<file path="src/rtl/data_mem_arbiter_pkg.sv">
// Shared types and helpers for the two-requester data memory arbiter.
package data_mem_arb_pkg;

  localparam int unsigned DEPTH_WORDS_DEF = 64;

  typedef enum logic {PREF0 = 1'b0, PREF1 = 1'b1} arb_state_e;

  // Callers zero-extend the address to 64 bits so one helper serves any DATA_W <= 64.
  function automatic logic addr_bad(input logic [63:0] addr, input int unsigned depth);
    return (addr[1:0] != 2'b00) || (addr[63:2] >= 62'(depth));
  endfunction

endpackage

</file>
<file path="src/rtl/data_mem_arbiter_if.sv">
// Requester, response and memory-side signals of the arbiter bundled as one interface.
interface data_mem_arbiter_if #(parameter int DATA_W = 32);
  logic              req0_valid, req0_ready, req0_we;
  logic [DATA_W-1:0] req0_addr, req0_wdata;
  logic              req1_valid, req1_ready, req1_we;
  logic [DATA_W-1:0] req1_addr, req1_wdata;
  logic              rsp0_valid, rsp0_err;
  logic [DATA_W-1:0] rsp0_rdata;
  logic              rsp1_valid, rsp1_err;
  logic [DATA_W-1:0] rsp1_rdata;
  logic [DATA_W-1:0] mem_addr, mem_wdata, mem_rdata;
  logic              mem_we;

  modport slave (
    input  req0_valid, req0_we, req0_addr, req0_wdata,
    input  req1_valid, req1_we, req1_addr, req1_wdata, mem_rdata,
    output req0_ready, req1_ready,
    output rsp0_valid, rsp0_err, rsp0_rdata, rsp1_valid, rsp1_err, rsp1_rdata,
    output mem_addr, mem_wdata, mem_we
  );

  modport master (
    output req0_valid, req0_we, req0_addr, req0_wdata,
    output req1_valid, req1_we, req1_addr, req1_wdata, mem_rdata,
    input  req0_ready, req1_ready,
    input  rsp0_valid, rsp0_err, rsp0_rdata, rsp1_valid, rsp1_err, rsp1_rdata,
    input  mem_addr, mem_wdata, mem_we
  );
endinterface

</file>
<file path="src/rtl/data_mem_arbiter_rr_arb2.sv">
// Two-input round-robin grant logic with its preference FSM.
module rr_arb2
  import data_mem_arb_pkg::*;
(
  input  logic       clk,
  input  logic       rst_n,
  input  logic [1:0] valid_i,
  output logic [1:0] gnt_o
);

  arb_state_e state_q, state_d;

  always_ff @(posedge clk or negedge rst_n) begin
    if (!rst_n) state_q <= PREF0;
    else        state_q <= state_d;
  end

  always_comb begin
    gnt_o   = valid_i;
    state_d = state_q;
    if (&valid_i) gnt_o = (state_q == PREF0) ? 2'b01 : 2'b10;
    // Preference flips to whoever was not just served; idle cycles keep it.
    if (gnt_o[0])      state_d = PREF1;
    else if (gnt_o[1]) state_d = PREF0;
  end

endmodule

</file>
<file path="src/rtl/data_mem_arbiter.sv">
// Shares one single-port data memory between two requesters, one transaction per cycle.
module data_mem_arbiter
  import data_mem_arb_pkg::*;
#(
  parameter int          DATA_W      = 32,
  parameter int unsigned DEPTH_WORDS = DEPTH_WORDS_DEF
) (
  input logic              clk,
  input logic              rst_n,
  data_mem_arbiter_if.slave bus
);

  logic [1:0]        vld, gnt;
  logic              g_any, g_bad, g_we, mem_ok;
  logic [DATA_W-1:0] g_addr, g_wdata;

  // Valids are masked by reset so nothing combinational leaks out while held in reset.
  assign vld = {bus.req1_valid, bus.req0_valid} & {2{rst_n}};

  rr_arb2 u_arb (
    .clk     (clk),
    .rst_n   (rst_n),
    .valid_i (vld),
    .gnt_o   (gnt)
  );

  always_comb begin
    g_any   = |gnt;
    g_we    = gnt[1] ? bus.req1_we    : bus.req0_we;
    g_addr  = gnt[1] ? bus.req1_addr  : bus.req0_addr;
    g_wdata = gnt[1] ? bus.req1_wdata : bus.req0_wdata;
    g_bad   = g_any && addr_bad(64'(g_addr), DEPTH_WORDS);
    mem_ok  = g_any && !g_bad;
  end

  assign bus.req0_ready = gnt[0];
  assign bus.req1_ready = gnt[1];
  assign bus.mem_addr   = mem_ok ? g_addr  : '0;
  assign bus.mem_wdata  = mem_ok ? g_wdata : '0;
  assign bus.mem_we     = mem_ok && g_we;

  logic [1:0]        rsp_vld_q, rsp_vld_d;
  logic              rsp_err_q, rsp_err_d;
  logic [DATA_W-1:0] rsp_rdata_q, rsp_rdata_d;

  always_comb begin
    rsp_vld_d   = gnt;
    rsp_err_d   = g_bad;
    rsp_rdata_d = (mem_ok && !g_we) ? bus.mem_rdata : '0;
  end

  always_ff @(posedge clk or negedge rst_n) begin
    if (!rst_n) begin
      rsp_vld_q   <= '0;
      rsp_err_q   <= 1'b0;
      rsp_rdata_q <= '0;
    end else begin
      rsp_vld_q   <= rsp_vld_d;
      rsp_err_q   <= rsp_err_d;
      rsp_rdata_q <= rsp_rdata_d;
    end
  end

  // Only one response is ever in flight, so both requesters share the payload registers.
  assign bus.rsp0_valid = rsp_vld_q[0];
  assign bus.rsp1_valid = rsp_vld_q[1];
  assign bus.rsp0_err   = rsp_vld_q[0] & rsp_err_q;
  assign bus.rsp1_err   = rsp_vld_q[1] & rsp_err_q;
  assign bus.rsp0_rdata = rsp_vld_q[0] ? rsp_rdata_q : '0;
  assign bus.rsp1_rdata = rsp_vld_q[1] ? rsp_rdata_q : '0;

endmodule

</file>
<file path="src/flat_wrapper.sv">
// flat-port wrapper written by rule: the top's interface ports become plain ports
module data_mem_arbiter_flat import data_mem_arb_pkg::*;
#(
  parameter int          DATA_W      = 32,
  parameter int unsigned DEPTH_WORDS = DEPTH_WORDS_DEF
)
  (clk, rst_n, bus_req0_valid, bus_req0_we, bus_req0_addr, bus_req0_wdata, bus_req1_valid, bus_req1_we, bus_req1_addr, bus_req1_wdata, bus_mem_rdata, bus_req0_ready, bus_req1_ready, bus_rsp0_valid, bus_rsp0_err, bus_rsp0_rdata, bus_rsp1_valid, bus_rsp1_err, bus_rsp1_rdata, bus_mem_addr, bus_mem_wdata, bus_mem_we);
  data_mem_arbiter_if #(.DATA_W(DATA_W)) bus_i ();
  input logic clk;
  input logic rst_n;
  input wire logic [$bits(bus_i.req0_valid)-1:0] bus_req0_valid;
  input wire logic [$bits(bus_i.req0_we)-1:0] bus_req0_we;
  input wire logic [$bits(bus_i.req0_addr)-1:0] bus_req0_addr;
  input wire logic [$bits(bus_i.req0_wdata)-1:0] bus_req0_wdata;
  input wire logic [$bits(bus_i.req1_valid)-1:0] bus_req1_valid;
  input wire logic [$bits(bus_i.req1_we)-1:0] bus_req1_we;
  input wire logic [$bits(bus_i.req1_addr)-1:0] bus_req1_addr;
  input wire logic [$bits(bus_i.req1_wdata)-1:0] bus_req1_wdata;
  input wire logic [$bits(bus_i.mem_rdata)-1:0] bus_mem_rdata;
  output wire logic [$bits(bus_i.req0_ready)-1:0] bus_req0_ready;
  output wire logic [$bits(bus_i.req1_ready)-1:0] bus_req1_ready;
  output wire logic [$bits(bus_i.rsp0_valid)-1:0] bus_rsp0_valid;
  output wire logic [$bits(bus_i.rsp0_err)-1:0] bus_rsp0_err;
  output wire logic [$bits(bus_i.rsp0_rdata)-1:0] bus_rsp0_rdata;
  output wire logic [$bits(bus_i.rsp1_valid)-1:0] bus_rsp1_valid;
  output wire logic [$bits(bus_i.rsp1_err)-1:0] bus_rsp1_err;
  output wire logic [$bits(bus_i.rsp1_rdata)-1:0] bus_rsp1_rdata;
  output wire logic [$bits(bus_i.mem_addr)-1:0] bus_mem_addr;
  output wire logic [$bits(bus_i.mem_wdata)-1:0] bus_mem_wdata;
  output wire logic [$bits(bus_i.mem_we)-1:0] bus_mem_we;
  assign bus_i.req0_valid = bus_req0_valid;
  assign bus_i.req0_we = bus_req0_we;
  assign bus_i.req0_addr = bus_req0_addr;
  assign bus_i.req0_wdata = bus_req0_wdata;
  assign bus_i.req1_valid = bus_req1_valid;
  assign bus_i.req1_we = bus_req1_we;
  assign bus_i.req1_addr = bus_req1_addr;
  assign bus_i.req1_wdata = bus_req1_wdata;
  assign bus_i.mem_rdata = bus_mem_rdata;
  assign bus_req0_ready = bus_i.req0_ready;
  assign bus_req1_ready = bus_i.req1_ready;
  assign bus_rsp0_valid = bus_i.rsp0_valid;
  assign bus_rsp0_err = bus_i.rsp0_err;
  assign bus_rsp0_rdata = bus_i.rsp0_rdata;
  assign bus_rsp1_valid = bus_i.rsp1_valid;
  assign bus_rsp1_err = bus_i.rsp1_err;
  assign bus_rsp1_rdata = bus_i.rsp1_rdata;
  assign bus_mem_addr = bus_i.mem_addr;
  assign bus_mem_wdata = bus_i.mem_wdata;
  assign bus_mem_we = bus_i.mem_we;
  data_mem_arbiter #(.DATA_W(DATA_W), .DEPTH_WORDS(DEPTH_WORDS)) u_core (.clk(clk), .rst_n(rst_n), .bus(bus_i));
endmodule
</file>
<file path="config.mk">
export PLATFORM = sky130hd
export DESIGN_NAME = data_mem_arbiter_flat
export DESIGN_NICKNAME = d
export VERILOG_FILES = /design/src/rtl/data_mem_arbiter_pkg.sv /design/src/rtl/data_mem_arbiter_if.sv /design/src/rtl/data_mem_arbiter_rr_arb2.sv /design/src/rtl/data_mem_arbiter.sv /design/src/flat_wrapper.sv
export SDC_FILE = /design/constraint.sdc
export NUM_CORES = 1
export LEC_CHECK = 0
export CAP_MARGIN = 15
export CORE_AREA = 3 3 114 116
export CTS_CLUSTER_SIZE = 20
export DETAILED_ROUTE_END_ITERATION = 8
export DIE_AREA = 0 0 117 119
export GPL_TIMING_DRIVEN = 1
export PLACE_DENSITY_LB_ADDON = 0.25
export SLEW_MARGIN = 20
export SYNTH_ARGS = -nofsm -noshare
export SYNTH_HDL_FRONTEND = slang
export SYNTH_HIERARCHICAL = 1
export SYNTH_SLANG_ARGS = --single-unit
</file>
<file path="constraint.sdc">
create_clock -name clk -period 2.8 [get_ports clk]
set_input_delay 0.42 -clock clk [delete_from_list [all_inputs] [get_ports clk]]
set_output_delay 0.42 -clock clk [all_outputs]
set_load 0.1 [all_outputs]
</file>
==> flow_summary.ini, run 1 <==
[die]
fp-row-count = 40
core_um2 = 12000
die_h_um = 119
die_x_um = 117
io_pins = 301
start_util = 0.261
fp.dieArea_um2 = 13900

[synthesis]
syn_inst = 342
ys_seq_area_frac = 0.287
syn_area_um2 = 3130
yosysWarnings = 6
ys_types = 27
syn_area_per_cell_um2 = 9.16
ys_seq_elements = 36

[final_layout]
multi_input_area_um2 = 2200
drive_above_1_share = 0.382
area_growth_pct = 117
nFillCells = 1053
seqCellArea_um2 = 901
final_nets = 783

[global_route]
grt_pass1_wl_mm = 19.7
grt_pass1_vias = 3639
grt_max_degree = 37
grt_usage = 0.182
overflow = 0
antenna_found_initial = 1

[clock_tree]
cts_buffers = 5
cts-root-buf = clkbuf_16
clockBufferDepth = 2
clkTransAtPathRegs_ns = 0.05
cts_hold_buf = 0
cts_sinks = 36
worstSkewPairLatency_ns = 0.27
h-tree-depth = 2
cts_tree = done

[pwr]
p_total_w = 0.00178
vdd_drop_max_uv = 258
p_leak_nw = 3.19
pwr_density_cell_nw_per_um2 = 261

[critical_path]
end_kind = output port
cp_max_fo = 7
crit_type = in -> out
cp-start-kind = primary input
worstPathArrival_ns = 2.41
worstPathRequired_ns = 2.38

[sta]
setup_slack_ns = -0.0303
fin_crit_sh = 1.01
slew-limit-headroom = 0.454
rsz0062_at_grt = yes
finalMaxSlewViolations = 0
tightest_slew_ns = 0.818
finClkSkew_ns = 0.00258
final.setup.tns_ns = -0.123
hold_viol = 0
setup-violations-final = 7
fin_crit_ns = 2.83
max_freq_mhz = 353

[placed_design]
io_buffers = 274
gp_congestion = 0.784
hpwl_mm = 10.8

[detailed_routing]
drcViolationCount = 0
drt-pass1-iter-count = 4
drtAntennaViolNets = 0
routed_wl_mm = 13.4
post_drt_via_cell_ratio = 4.57
drtIter0Drc = 99
vias = 3502
detail_route.wl_per_cell_um = 17.5

[worst_hold_path]
hp-class = in -> async

[status]
violations = negative setup slack
status = complete, but fails checks

[flow_run]
maxCapViolations = 0
area by class of cell:
class	instances	share of cell area
inverter	3	0.00165
clock inverter	2	0.00515
clock buffer	6	0.0189
tap	147	0.0270
sequential	36	0.132
timing repair buffer	303	0.491
multi-input combinational	268	0.324
antenna	1	0.000368
path summary, 6_finish.rpt:
check                                                   end  slack [ns]  cells after the start                        startpoint
max                                         bus_mem_addr[6]       -0.03                      9                             rst_n
min                        u_core/rsp_rdata_q[30]$_DFF_PN0_        0.21                      2                             rst_n
max reg2reg                      u_core/rsp_err_q$_DFF_PN0_        0.50                      8  u_core/u_arb/state_q$_DFFE_PN0P_
min reg2reg                u_core/u_arb/state_q$_DFFE_PN0P_        0.58                      2  u_core/u_arb/state_q$_DFFE_PN0P_
max in group asynchronous   u_core/rsp_rdata_q[8]$_DFF_PN0_        2.26                      2                             rst_n
min in group clk           u_core/u_arb/state_q$_DFFE_PN0P_        0.54                      4                    bus_req1_valid
critical path, cell delays in order:
cell	delay, ns
buf_8	0.11
and2_4	0.16
a21boi_4	0.17
nor4b_4	0.24
nand4_1	0.20
a221o_4	0.49
buf_12	0.19
nor3_4	0.22
buf_12	0.21
cell families (layout without fill, tap and decap cells):
kind of cell | after synthesis | in the layout | synth area share
compound gates | 47 | 47 | 0.118
other cells | 1 | 27 | 0.00120
flops | 36 | 36 | 0.287
simple gates | 195 | 195 | 0.449
buf+inv | 63 | 314 | 0.145
sequential cells by signal, summed over array words and instances (netlist names):
register	count
u_core/rsp_err_q	1
u_core/rsp_vld_q	2
u_core/rsp_rdata_q	32
u_core/u_arb/state_q	1
placed cells by master (no fill, tap or decap), types with 2 or more instances in the layout:
cell type          n
conb_1            26
nor4_2             4
clkbuf_16          6
nor3_2            31
nor2_1             5
nand4_1            2
clkdlybuf4s50_1  153
buf_8              3
nor3_1             6
buf_2              2
dfrtp_1           36
dlymetal6s2s_1     6
buf_4             81
a22oi_1           38
buf_6              7
dlygate4sd2_1      3
and2_4             2
inv_1              2
nor3_4            39
a22oi_2            2
and2_1            66
buf_12            47
nand2_1           32
per-stage QoR:
step           utilization  instances  hold WS (ns)  instance area [um2]  setup slack [ns]
2_1_floorplan            -        367         0.124                 3530            -0.657
3_3_place_gp         0.536        750         0.482                 6440            -0.453
3_5_place_dp         0.536        750         0.483                 6440            -0.518
4_1_cts              0.562        763         0.228                 6750            -0.183
5_1_grt              0.567        766         0.250                 6810            -0.103
6_report             0.567        766         0.205                 6810           -0.0303
per-layer routing:
| metal | wire length [um] | share of wire | vias to the layer above | GRT usage |
|---|---|---|---|---|
| met5 | 0 | 0 | - | 0 |
| met4 | 188 | 0.014 | 0 | 0.0423 |
| met3 | 1140 | 0.085 | 12 | 0.0427 |
| met2 | 7240 | 0.54 | 184 | 0.337 |
| met1 | 4850 | 0.36 | 1620 | 0.207 |
| li1 | - | - | 1686 | - |
Yosys cell counts, drive strengths merged:
cell type | number | area share
a21boi | 2 | 0.0048
nand2 | 33 | 0.040
conb | 1 | 0.0012
or4 | 1 | 0.0036
a31oi | 1 | 0.0068
a22oi | 40 | 0.096
clkbuf | 16 | 0.019
dfrtp | 36 | 0.29
nor4b | 1 | 0.0048
inv | 3 | 0.0036
nand4 | 2 | 0.0040
nor3 | 76 | 0.23
o22a | 1 | 0.0028
nor2b | 1 | 0.0020
a221o | 1 | 0.0032
nor4 | 6 | 0.017
nor2 | 6 | 0.0072
a22o | 1 | 0.0028
nand3b | 1 | 0.0024
a21oi | 1 | 0.0016
buf | 44 | 0.12
and2 | 68 | 0.14
where the power goes:
| group | internal [W] | leakage [nW] | switching, W |
|---|---|---|---|
| Sequential | 0.000527 | 0.497 | 0.0000158 |
| Clock | 0.000418 | 0.0808 | 0.000189 |
| Combinational | 0.000276 | 2.61 | 0.000354 |
repair_timing:
item,in CTS,in global routing
pin swaps,39,15
gates cloned,3,2
buffers inserted,4,4
setup endpoints to repair,39,39
resized for setup,23,26
(Power assumes the default switching activity.)
==> run 2: changes to the inputs <==
--- a/config.mk
+++ b/config.mk
@@ -6,10 +6,10 @@
 export NUM_CORES = 1
 export LEC_CHECK = 0
 export CAP_MARGIN = 15
-export CORE_AREA = 3 3 114 116
+export CORE_AREA = 2 2 117 119
 export CTS_CLUSTER_SIZE = 20
 export DETAILED_ROUTE_END_ITERATION = 8
-export DIE_AREA = 0 0 117 119
+export DIE_AREA = 0 0 119 121
 export GPL_TIMING_DRIVEN = 1
 export PLACE_DENSITY_LB_ADDON = 0.25
 export SLEW_MARGIN = 20
==> run 2 against run 1 <==
Compared with the run above:
- the flow now finishes without violations
- highest routed layer unchanged
- first-iteration DRC count up 16%
- global-route usage down 1.6 points
- total power is 5.6% lower
- largest cell class unchanged
- cell count is 3.5% higher
==> flow_summary.ini, run 2 (synthesized netlist as in run 1, its figures left out) <==
[status]
status = finished clean

[sta]
finalMaxSlewViolations = 0
tightest_slew_ns = 0.819
fin_crit_sh = 0.996
fin_crit_ns = 2.79
rsz0062_at_grt = yes
finClkSkew_ns = 0.00208
setup-violations-final = 0
hold_viol = 0
slew-limit-headroom = 0.454
final.setup.tns_ns = 0
max_freq_mhz = 359

[detailed_routing]
routed_wl_mm = 12.4
post_drt_via_cell_ratio = 4.38
drtAntennaViolNets = 0
drtIter0Drc = 115
drcViolationCount = 0
drt-pass1-iter-count = 4
vias = 3472
detail_route.wl_per_cell_um = 15.7

[die]
start_util = 0.240
io_pins = 301
fp.dieArea_um2 = 14400
core_um2 = 13100
fp-row-count = 42
die_x_um = 119
die_h_um = 121

[critical_path]
r2r_setup_slack_ns = 0.57
ff2ff_path_depth = 9
end_kind = output port
crit_type = in -> out
rr_endpoint = u_core/rsp_rdata_q[31]$_DFF_PN0_
r2r_start = u_core/u_arb/state_q$_DFFE_PN0P_
worstPathRequired_ns = 2.38
cp_max_fo = 8
worstPathArrival_ns = 2.37
cp-start-kind = primary input

[final_layout]
final_nets = 783
final_common_cell = clkdlybuf4s50_1
top_regs = u_core/rsp_rdata_q x32, u_core/rsp_vld_q x2
final_cell_mix = clkdlybuf4s50_1, buf_4, and2_1, buf_12
antennaDiodeCount = 0
fin_util = 0.522
largest_register_ffs = 32
stdcell_area_um2 = 6840
area_growth_pct = 118
fin_cells = 793
nFillCells = 1189
regMostFlops = u_core/rsp_rdata_q
drive_above_1_share = 0.378

[global_route]
overflow = 0
grt_pass1_wl_mm = 18.9
grt_max_degree = 41
antenna_found_initial = 0
grt_usage = 0.166
grt_pass1_vias = 3598

[placed_design]
io_buffers = 274
hpwl_mm = 10.2
gp_congestion = 0.746
placed_area_um2 = 6510
place_inst = 779

[pwr]
vdd_drop_max_uv = 155
p_leak_nw = 3.17
pwr_density_cell_nw_per_um2 = 246
p_total_w = 0.00168

[clock_tree]
cts-root-buf = clkbuf_16
h-tree-depth = 2
clkTransAtPathRegs_ns = 0.05
cts_buffers = 5
cts_sinks = 36
worstSkewPairLatency_ns = 0.28
cts_hold_buf = 0
cts_tree = done
clockBufferDepth = 2

[worst_hold_path]
hp-class = in -> async

[flow_run]
maxCapViolations = 0
==> run 2: worst max-delay path, stage by stage <==
cell      delay, ns
buf_6          0.10
and2_4         0.15
a21boi_4       0.15
buf_4          0.16
nor3_2         0.22
a22oi_2        0.10
a221o_4        0.38
buf_12         0.16
buf_12         0.15
nor3_4         0.16
buf_12         0.20
==> run 2: final cells by class <==
| type | count | area, um2 | area share |
|---|---|---|---|
| clock buffers | 6 | 129 | 0.0189 |
| clock inverters | 1 | 5.00 | 0.000732 |
| inverters | 3 | 11.3 | 0.00165 |
| multi-input cells | 268 | 2190 | 0.321 |
| flip-flops and latches | 36 | 901 | 0.132 |
| well taps | 176 | 220 | 0.0322 |
| repair buffers | 303 | 3380 | 0.494 |
==> run 2: what timing repair did <==
| action | 4_1_cts | 5_1_grt |
|---|---|---|
| pin swaps | 40 | 8 |
| resized for setup | 19 | 7 |
| setup endpoints to repair | 39 | 39 |
| setup buffers | 4 | 0 |
| gates cloned | 3 | 0 |
==> run 2: per-stage QoR <==
step	hold slack, ns	worst slack [ns]
finish	0.192	0.0122
global route	0.239	-0.0970
CTS	0.208	-0.0456
detailed placement	0.484	-0.375
global placement	0.469	-0.372
floorplan	0.124	-0.657
==> run 2: worst max-delay path by stage <==
stage / start / endpoint / cells after the start
6_report: rst_n / bus_mem_wdata[27] / 11
5_1_grt: u_core/u_arb/state_q$_DFFE_PN0P_ / bus_mem_addr[6] / 9
3_5_place_dp: bus_req1_valid / bus_mem_wdata[27] / 9
4_1_cts: rst_n / bus_mem_wdata[4] / 10
2_1_floorplan: bus_req0_valid / bus_mem_addr[2] / 8
3_3_place_gp: bus_req1_valid / bus_mem_wdata[23] / 9
==> run 2: power by group <==
group	internal, W	total [W]	switching, W
sequential	0.000527	0.000542	0.0000158
combinational	0.000276	0.000623	0.000347
clock	0.000323	0.000515	0.000193
==> run 2: per-layer routing <==
metal | part of all wire | global-route usage | vias up
li1 | - | - | 1688
met1 | 0.35 | 0.173 | 1587
met5 | 0 | 0 | -
met4 | 0.020 | 0.0491 | 0
met2 | 0.53 | 0.314 | 181
met3 | 0.10 | 0.0587 | 16
==> run 3: changes to the inputs <==
--- a/config.mk
+++ b/config.mk
@@ -6,13 +6,13 @@
 export NUM_CORES = 1
 export LEC_CHECK = 0
 export CAP_MARGIN = 15
-export CORE_AREA = 2 2 117 119
+export CORE_AREA = 2 2 115 117
 export CTS_CLUSTER_SIZE = 20
 export DETAILED_ROUTE_END_ITERATION = 8
-export DIE_AREA = 0 0 119 121
+export DIE_AREA = 0 0 117 119
 export GPL_TIMING_DRIVEN = 1
 export PLACE_DENSITY_LB_ADDON = 0.25
-export SLEW_MARGIN = 20
+export SLEW_MARGIN = 10
 export SYNTH_ARGS = -nofsm -noshare
 export SYNTH_HDL_FRONTEND = slang
 export SYNTH_HIERARCHICAL = 1
==> run 3 against run 2 <==
Compared with the run above:
- the run now ends with negative setup slack left
- worst hold slack worse by 0.0089 ns
- clock-buffer cell count is 1 lower
- clock power is 21% higher
- cell area is 0.59% higher
- sequential power hardly changed
- register-to-register slack worse by 0.17 ns
- combinational power hardly changed
- maximum frequency is 2.9% lower
- cell count is 0.38% higher
- sequential share of layout area is 0.077 points lower
- via count is 2.3% higher
- critical path depth is 3 lower
- critical endpoint is now bus_mem_addr[4]
- largest cell class unchanged
==> flow_summary.ini, run 3 (synthesized netlist as in run 1, its figures left out) <==
[die]
io_pins = 301
die_h_um = 119
fp-row-count = 42
fp.dieArea_um2 = 13900
start_util = 0.243
core_um2 = 12900
die_x_um = 117

[clock_tree]
clkTransAtPathRegs_ns = 0.06
worstSkewPairLatency_ns = 0.28
cts-root-buf = clkbuf_16
cts_buffers = 5
cts_tree = done
cts_sinks = 36
h-tree-depth = 2
cts_hold_buf = 0
clockBufferDepth = 2

[placed_design]
hpwl_mm = 10.4
place_inst = 778
gp_congestion = 0.823
place_ws_ns = -0.357
io_buffers = 274
placed_area_um2 = 6480

[final_layout]
final_cell_mix = clkdlybuf4s50_1, buf_4, and2_1, buf_12, a22oi_1
seqCellArea_um2 = 901
final_nets = 785
fin_cells = 796
nFillCells = 1186
regMostFlops = u_core/rsp_rdata_q
stdcell_area_um2 = 6880
top_regs = u_core/rsp_rdata_q x32, u_core/rsp_vld_q x2
multi_input_area_um2 = 2180
drive_above_1_share = 0.379
final_common_cell = clkdlybuf4s50_1
antennaDiodeCount = 0
area_growth_pct = 119
largest_register_ffs = 32

[pwr]
p_total_w = 0.00179
p_leak_nw = 3.17
vdd_drop_max_uv = 191
p_sw_w = 0.000575
pwr_density_cell_nw_per_um2 = 260
seqPwrFrac = 0.303
p_int_w = 0.00121
sw_frac_of_total = 0.322
combPwrFrac = 0.348
clkPwrFrac = 0.349

[sta]
max_freq_mhz = 348
tightest_slew_ns = 0.794
final.setup.tns_ns = -0.874
fin_crit_ns = 2.87
fin_crit_sh = 1.03
hold_viol = 0
setup_slack_ns = -0.0716
finClkSkew_ns = 0.00546
setup-violations-final = 31
finalMaxSlewViolations = 0
slew-limit-headroom = 0.471
rsz0062_at_grt = yes

[critical_path]
crit_type = in -> out
worstPathArrival_ns = 2.45
end_kind = output port
crit_chain = clkdlybuf4s50_1 > nor4b_4 > nand4_1 > a221o_4 > buf_12 > buf_6 > nor3_4 > buf_12
crit_path_top_delay_cell = a221o_4
max_stage_delay_ns = 0.48
cp_max_fo = 5
cp-start-kind = primary input
worstPathRequired_ns = 2.38
cp_common_cell = buf_12

[global_route]
grt_max_degree = 41
grt_usage = 0.185
grt_pass1_wl_mm = 19.8
antenna_found_initial = 0
grt_pass1_vias = 3636
overflow = 0

[detailed_routing]
vias = 3553
routed_wl_mm = 13.4
drcViolationCount = 0
post_drt_via_cell_ratio = 4.46
drt-pass1-iter-count = 4
detail_route.wl_per_cell_um = 16.8
drtAntennaViolNets = 0
drtIter0Drc = 109

[status]
status = complete, but fails checks
violations = negative setup slack

[flow_run]
maxCapViolations = 0

[worst_hold_path]
hp-class = in -> async
==> run 3: metal layers <==
metal	GRT usage	vias to the layer above	share of wire
li1	-	1690	-
met1	0.210	1650	0.37
met2	0.335	193	0.52
met3	0.0499	20	0.090
met4	0.0500	0	0.019
met5	0	-	0
==> run 3: cell type report <==
class | count | share of cell area
inverter | 3 | 0.00164
clock buffer | 5 | 0.0182
multi-input combinational | 268 | 0.317
tap | 176 | 0.0320
sequential | 36 | 0.131
clock inverter | 3 | 0.00619
timing repair buffer | 305 | 0.494
==> run 3: final timing paths <==
kind	depth (start not counted)	startpoint	slack, ns	to
setup reg to reg	9	u_core/u_arb/state_q$_DFFE_PN0P_	0.40	u_core/rsp_err_q$_DFF_PN0_
max in group asynchronous	2	rst_n	2.28	u_core/rsp_rdata_q[3]$_DFF_PN0_
hold reg to reg	2	u_core/u_arb/state_q$_DFFE_PN0P_	0.59	u_core/u_arb/state_q$_DFFE_PN0P_
hold / removal	2	rst_n	0.18	u_core/rsp_rdata_q[21]$_DFF_PN0_
min in group clk	4	bus_req1_valid	0.54	u_core/u_arb/state_q$_DFFE_PN0P_
setup / recovery	8	bus_req1_addr[16]	-0.07	bus_mem_addr[4]
==> run 3: timing repair <==
item | CTS | global route
gates cloned | 5 | 1
resized for setup | 29 | 4
setup buffers | 5 | 0
hold endpoints to repair | 0 | 0
setup endpoints to repair | 39 | 39
pin swaps | 43 | 1
==> run 3: power groups by stage <==
stage | registers [W] | clock network (W) | logic (W)
final | 0.000542 | 0.000624 | 0.000623
after global routing | 0.000544 | 0.000659 | 0.000656
after CTS | 0.000542 | 0.000638 | 0.000622
after detailed placement | 0.000552 | 0 | 0.000612
after global placement | 0.000551 | 0 | 0.000606
after floorplan | 0.000553 | 0 | 0.000336
==> run 3: worst max-delay path: cells and delay by family <==
| kind | cells | cell delay [ns] |
|---|---|---|
| AO/OA/AOI/OAI | 1 | 0.48 |
| buffers and inverters | 4 | 0.94 |
| AND/OR/NAND/NOR | 3 | 0.59 |
==> run 3: metrics by stage <==
| stage | utilization | hold slack (ns) |
|---|---|---|
| 3_5_place_dp | 0.503 | 0.494 |
| 3_3_place_gp | 0.503 | 0.483 |
| 6_report | 0.534 | 0.183 |
| 2_1_floorplan | - | 0.124 |
| 5_1_grt | 0.534 | 0.230 |
| 4_1_cts | 0.533 | 0.199 |
